===== src/rtl/latch_bank_write_ctrl.sv =====
// rtl/latch_bank_write_ctrl.sv - round-robin write sequencer for a bank of transparent latches
module latch_bank_write_ctrl #(
  parameter int WIDTH     = 8,
  parameter int NUM_LATCH = 4,
  parameter int ADDR_W    = 2,
  parameter int OPEN_CYC  = 2
) (
  input  logic                 clk,
  input  logic                 rst_n,
  input  logic [1:0]           req,
  input  logic [ADDR_W-1:0]    addr0,
  input  logic [WIDTH-1:0]     data0,
  input  logic [ADDR_W-1:0]    addr1,
  input  logic [WIDTH-1:0]     data1,
  output logic [1:0]           done,
  output logic                 err,
  output logic                 busy,
  output logic [NUM_LATCH-1:0] lat_en,
  output logic [WIDTH-1:0]     lat_d
);

  // OPEN lasts OPEN_CYC cycles: the counter runs from OPEN_CYC-1 down to 0.
  localparam logic [3:0] LP_OPEN_LAST = 4'(OPEN_CYC - 1);

  typedef enum logic [1:0] {S_IDLE, S_SETUP, S_OPEN, S_HOLD} state_t;

  state_t              r_state;
  logic                r_rr;
  logic                r_gnt;
  logic [ADDR_W-1:0]   r_addr;
  logic [3:0]          r_cnt;

  logic                w_gnt;
  logic [ADDR_W-1:0]   w_addr;
  logic [WIDTH-1:0]    w_data;
  logic [NUM_LATCH-1:0] w_dec;
  logic                w_oor;

  // Arbitration: a lone request wins; on contention the requester not served last wins.
  always_comb begin
    w_gnt  = (req == 2'b11) ? ~r_rr : req[1];
    w_addr = w_gnt ? addr1 : addr0;
    w_data = w_gnt ? data1 : data0;
  end

  // Decode the captured address; an out-of-range address decodes to no enable at all.
  always_comb begin
    w_dec = '0;
    for (int i = 0; i < NUM_LATCH; i++) begin
      w_dec[i] = (int'(r_addr) == i);
    end
    w_oor = ~|w_dec;
  end

  // Sequencer IDLE -> SETUP -> OPEN x OPEN_CYC -> HOLD -> IDLE; every output is a flop.
  always_ff @(posedge clk or negedge rst_n) begin
    if (!rst_n) begin
      r_state <= S_IDLE;
      r_rr    <= 1'b1;
      r_gnt   <= 1'b0;
      r_addr  <= '0;
      r_cnt   <= '0;
      done    <= '0;
      err     <= 1'b0;
      busy    <= 1'b0;
      lat_en  <= '0;
      lat_d   <= '0;
    end else begin
      case (r_state)
        S_IDLE: begin
          done <= '0;
          err  <= 1'b0;
          if (|req) begin
            r_state <= S_SETUP;
            r_gnt   <= w_gnt;
            r_rr    <= w_gnt;
            r_addr  <= w_addr;
            lat_d   <= w_data;
            busy    <= 1'b1;
          end
        end
        S_SETUP: begin
          r_state <= S_OPEN;
          r_cnt   <= LP_OPEN_LAST;
          lat_en  <= w_dec;
        end
        S_OPEN: begin
          if (r_cnt == 4'd0) begin
            r_state <= S_HOLD;
            lat_en  <= '0;
          end else begin
            r_cnt <= r_cnt - 4'd1;
          end
        end
        S_HOLD: begin
          r_state <= S_IDLE;
          busy    <= 1'b0;
          done    <= r_gnt ? 2'b10 : 2'b01;
          err     <= w_oor;
        end
        default: r_state <= S_IDLE;
      endcase
    end
  end

endmodule

===== config.mk =====
export PLATFORM = sky130hd
export DESIGN_NAME = latch_bank_write_ctrl
export DESIGN_NICKNAME = d
export VERILOG_FILES = /design/src/rtl/latch_bank_write_ctrl.sv
export SDC_FILE = /design/constraint.sdc
export NUM_CORES = 1
export LEC_CHECK = 0
export ABC_AREA = 1
export CORE_AREA = 2 2 68 54
export CTS_CLUSTER_DIAMETER = 100
export DETAILED_ROUTE_END_ITERATION = 12
export DIE_AREA = 0 0 70 56
export GPL_TIMING_DRIVEN = 1
export PLACE_DENSITY_LB_ADDON = 0.25
export SETUP_SLACK_MARGIN = 0.5
export SYNTH_ARGS = -nofsm -noshare
export SYNTH_HDL_FRONTEND = slang
export SYNTH_SLANG_ARGS = --single-unit
export TNS_END_PERCENT = 30

===== constraint.sdc =====
create_clock -name clk -period 1.2 [get_ports clk]
set_input_delay 0.18 -clock clk [delete_from_list [all_inputs] [get_ports clk]]
set_output_delay 0.18 -clock clk [all_outputs]
set_load 0.03 [all_outputs]

Word level (Yosys, flattened, before mapping). Index checks and enable logic that the tools add are counted. W data, S select, Z words.

Logic and storage cells: 50. Register bits: 26.

Bitwise gates (word level): 1. Reduce and logical (&&, ||, !) cells: 13. Mux-type cells: 15. Add/subtract/negate cells: 1. Eq/ne operators: 10.

Operators by type and width (number): $pmux W4 S2 (2); $eq A2 B2 Y1 const B (5); $reduce_and A2 Y1 (5); $mux W2 (4); $mux W4 (2); $mux W8 (1); $pmux W2 S4 (1); $ne A2 B2 Y1 const B (3); $eq A2 B1 Y1 const B (2); $logic_not A2 Y1 (2); $logic_not A4 Y1 (1); $pmux W1 S2 (2); $pmux W2 S2 (1); $reduce_bool A2 Y1 (2); $reduce_or A4 Y1 (1); $sub A4 B1 Y4 const B (1); $mux W1 (2); $reduce_or A2 Y1 (1); $logic_not A1 Y1 (1); $not A1 Y1 (1).

Longest topological paths before layout.
Word-level depth: 4. Depth in mapped cells: 8. Depth with buffers taken out: 8.

Worst setup path after synthesis. OpenSTA, ideal clock, no wires.

Path kind: flip-flop to flip-flop. Start: reg r_state[0]. End: reg r_cnt[3]. Stages on the path, launching flop included: 8. Setup slack: -0.097 ns. Data arrival time: 1.167 ns. Setup time: 0.130 ns. Path buffers: 0. Required time: 1.070 ns. Clock period less this slack: 1.297 ns. Path through: dfrtp_1 -> inv_1 -> ha_1 -> inv_2 -> nand2_2 -> inv_2 -> a21oi_2 -> o21ai_0.

Cells in the longest elaborated chain, start to end: 3.

Ends and longest elaborated chain: from (decl) (RTL line 27) `state_t r_state;`; from (signal assigned) (RTL line 58) `r_state <= S_IDLE;`; from (signal assigned) (RTL line 74) `r_state <= S_SETUP;`; from (signal assigned) (RTL line 83) `r_state <= S_OPEN;`; $eq A2 B2 Y1 or $eq A2 B1 Y1 (tied branches) (RTL line 69) `case (r_state)`; $ne A2 B2 Y1 (no source line) or $reduce_bool A2 Y1 (tied branches); $reduce_and A2 Y1 (no source line); to (signal assigned) (RTL line 92) `r_cnt <= r_cnt - 4'd1;`; to (decl) (RTL line 31) `logic [3:0] r_cnt;`.

Parallel ways exist; a longest one is shown, timed or not. A chain may end at the register's enable or synchronous reset.

Worst setup path after layout.
Start: reg r_state[0]. End: reg lat_d[0].

Cells in the longest elaborated chain, start to end: 2.

Ends and longest elaborated chain: $logic_not A2 Y1 (RTL line 69); $reduce_and A2 Y1 (no source line); to (signal assigned) (RTL line 78) `lat_d <= w_data;`; to (decl) (RTL line 19) `output logic [WIDTH-1:0] lat_d`.

Every way passes these cells.

==> run metrics <==
run status=finished with violations; failing checks=negative setup slack; Post-Synthesis Cells=between 100 and 150; Yosys cell types=22; Hold Crit Class=input port to asynchronous set/reset pin; CP max FO=6; Placeable Area=0.00320 mm²; number of max-cap violations=0; total track usage=17.2%; largest net degree at the start of global routing=27; syn_nets=between 150 and 200; Seq cells post-synth=26; Clock Tree Buf Depth=2; fillers=260; share of layout cells above drive strength 1=38.6%; clock-pin slew on the worst setup and hold paths=0.09 ns; unrepaired setup endpoints after global routing=true; I/O Buffers=39; initial detailed-routing violation count=~60; via count=1201; Final HPWL DP=~2300 µm; startpoint class of the critical path=flip-flop; Area Overhead vs Synth=69.4%; Routed WL=about 3300 µm; Rows=18; H-tree depth=1; Pre-antenna DRT Iters=4; Yosys top cell by area=dfrtp_1; switching share of power=a little over two fifths; final setup vio count=23; first-pass GRT wire length=~5500 µm; Starting Density=roughly two fifths; area occupied by multi-input gates=691 µm²; Antenna Nets Post-Route=0; Worst setup EP type=flip-flop; PnR worst setup slack=-0.0650 ns; Clock Sinks=26; nets=between 200 and 250; critical path data required time=1.37 ns; Seq/Total Area, Yosys=approximately half; post-synth top area share=a little under 50%; Slew @ Worst Pin=0.289 ns; gr ovfl total=0; I/O pins=40; Final Hold Vio Count=0; fin crit period=roughly 1.3 ns; initial antenna violation count=0; Fmax=between 0.7 and 0.8 GHz; n_diodes=0; vias in the first global route=roughly 1200; clock network power share=around a tenth; clk_lat worst skew=around 0.27 ns; Yosys warning count=0; P_int=roughly 3.3 mW; setup TNS=-0.887 ns; Final Wtd Congestion=around 0.74; Wirelength per Cell=around 13 µm; final worst path period share=105%; Die H=~56 µm; Static Leakage=just under 1 nW; via-per-instance ratio=between 4 and 5; Final Skew=roughly 0.0045 ns; fin. max-slew vios=0; sw power=between 2 and 2.5 mW; arrival time worst endpoint=1.43 ns; DR DRC count=0; CP Class=flip-flop to flip-flop; FF+latch area=between 600 and 700 µm²; total CTS buffers=3; Die X=70 µm; pwr/cell area=2670 mW/mm²; Avg Cell Area, Syn=8.90 µm²; mapped cell area=about 0.0013 mm²; slew margin rel.=80.6%; largest cells by area after synthesis=dfrtp_1, nand2_1, nand3_1; Comb power frac=62.5%; maximum VDD drop=between 1.5 and 2 mV; Overall Power=about 5.7 mW; Total Die Area=slightly below 0.004 mm²; root buf cell=clkbuf_8; sequential share of power=27.6%; CTS tree=built; Hold Buf Count CTS=0
[synthesized netlist by cell type, drive strengths merged]
master and number:
xnor2 1, o21a 9, o31ai 2, inv 16
nand3 20, nor2 4, ha 5, nand4 4
a21oi 2, o211ai 2, o21ai 10, dfstp 1
nand2 37, buf 4, dfrtp 25
[final timing paths]
check	slack [ns]	cells past startpoint	end	start
hold / removal	0.25	2	lat_en[3]	rst_n
setup reg to reg	-0.06	6	lat_d[0]	r_state[0]
setup / recovery	-0.06	6	lat_d[0]	r_state[0]
min in group clk	0.50	2	lat_en[0]	lat_en[0]
max in group asynchronous	0.72	2	r_rr	rst_n
hold reg to reg	0.50	2	lat_en[0]	lat_en[0]
[critical path: stages, from the launching register on]
cell,delay (ns)
dfrtp_1,0.42
inv_2,0.12
ha_4,0.15
o21a_4,0.15
buf_6,0.14
nand3_2,0.06
o21a_1,0.11
[cells by family (layout without fill, tap and decap cells)]
logic type	after synthesis	count (layout)	share of synthesized area, %
flip-flops	26	26	51.6
AND/OR/NAND/NOR	65	65	22.7
AO/OA/AOI/OAI	25	25	13.1
XOR/XNOR	1	1	0.693
adder cells (fa/ha/maj)	5	5	4.95
buffers and inverters	20	85	7.03
[state kept, by name, indices dropped and copies added, names as in the netlist]
| name | flops |
|---|---|
| r_addr | 2 |
| lat_en | 4 |
| r_cnt | 4 |
| err | 1 |
| done | 2 |
| r_rr | 1 |
| r_state | 2 |
| busy | 1 |
| lat_d | 8 |
| r_gnt | 1 |
[stage by stage]
step | hold slack [ns] | utilization, % | setup slack, ns | std cells | cell area (µm²)
2_1_floorplan | -0.116 | - | -0.0605 | 142 | 1270
3_3_place_gp | 0.451 | 55.9 | -0.207 | 235 | 1790
3_5_place_dp | 0.457 | 55.9 | -0.228 | 235 | 1790
4_1_cts | 0.258 | 64.2 | -0.0303 | 243 | 2050
5_1_grt | 0.256 | 66.9 | -0.143 | 247 | 2140
6_report | 0.251 | 66.9 | -0.0650 | 247 | 2140
[cell type report]
| cell class | count | share of cell area, % |
|---|---|---|
| Inverter | 16 | 2.92 |
| Tap cell | 40 | 2.34 |
| Sequential cell | 26 | 30.5 |
| Multi-Input combinational cell | 96 | 32.3 |
| Timing Repair Buffer | 65 | 29.5 |
| Clock buffer | 4 | 2.57 |
[power groups by stage]
stage / registers [mW] / clock network (mW) / logic, mW
3_5_place_dp: 1.53 / 0 / 2.65
4_1_cts: 1.56 / 0.574 / 3.29
5_1_grt: 1.63 / 0.607 / 3.87
6_report: 1.58 / 0.566 / 3.57
3_3_place_gp: 1.51 / 0 / 2.56
2_1_floorplan: 1.93 / 0 / 1.23
[cells in the final DEF (no fill, tap or decap), drive strengths merged, types with 4 or more instances in the layout]
| master | instances |
|---|---|
| buf | 42 |
| nand2 | 37 |
| dfrtp | 25 |
| clkdlybuf4s50 | 23 |
| nand3 | 20 |
| inv | 16 |
| o21ai | 10 |
| o21a | 9 |
| ha | 5 |
| nor2 | 4 |
| nand4 | 4 |
| clkbuf | 4 |
[layer usage]
metal  share of wire, %  global-route usage, %  vias up
li1                   -                      -      602
met1                 46                   22.1      578
met5                  0                      0        -
met2                 51                   29.4       19
met3                3.2                   4.89        2
met4               0.42                   2.47        0
[timing repair]
| item | in CTS | in global routing |
|---|---|---|
| setup buffers | 2 | 4 |
| cloned | 2 | 0 |
| endpoints found under the setup margin | 42 | 42 |
| resized for setup | 46 | 15 |
| pin swaps | 11 | 9 |
(Power assumes the default switching activity.)
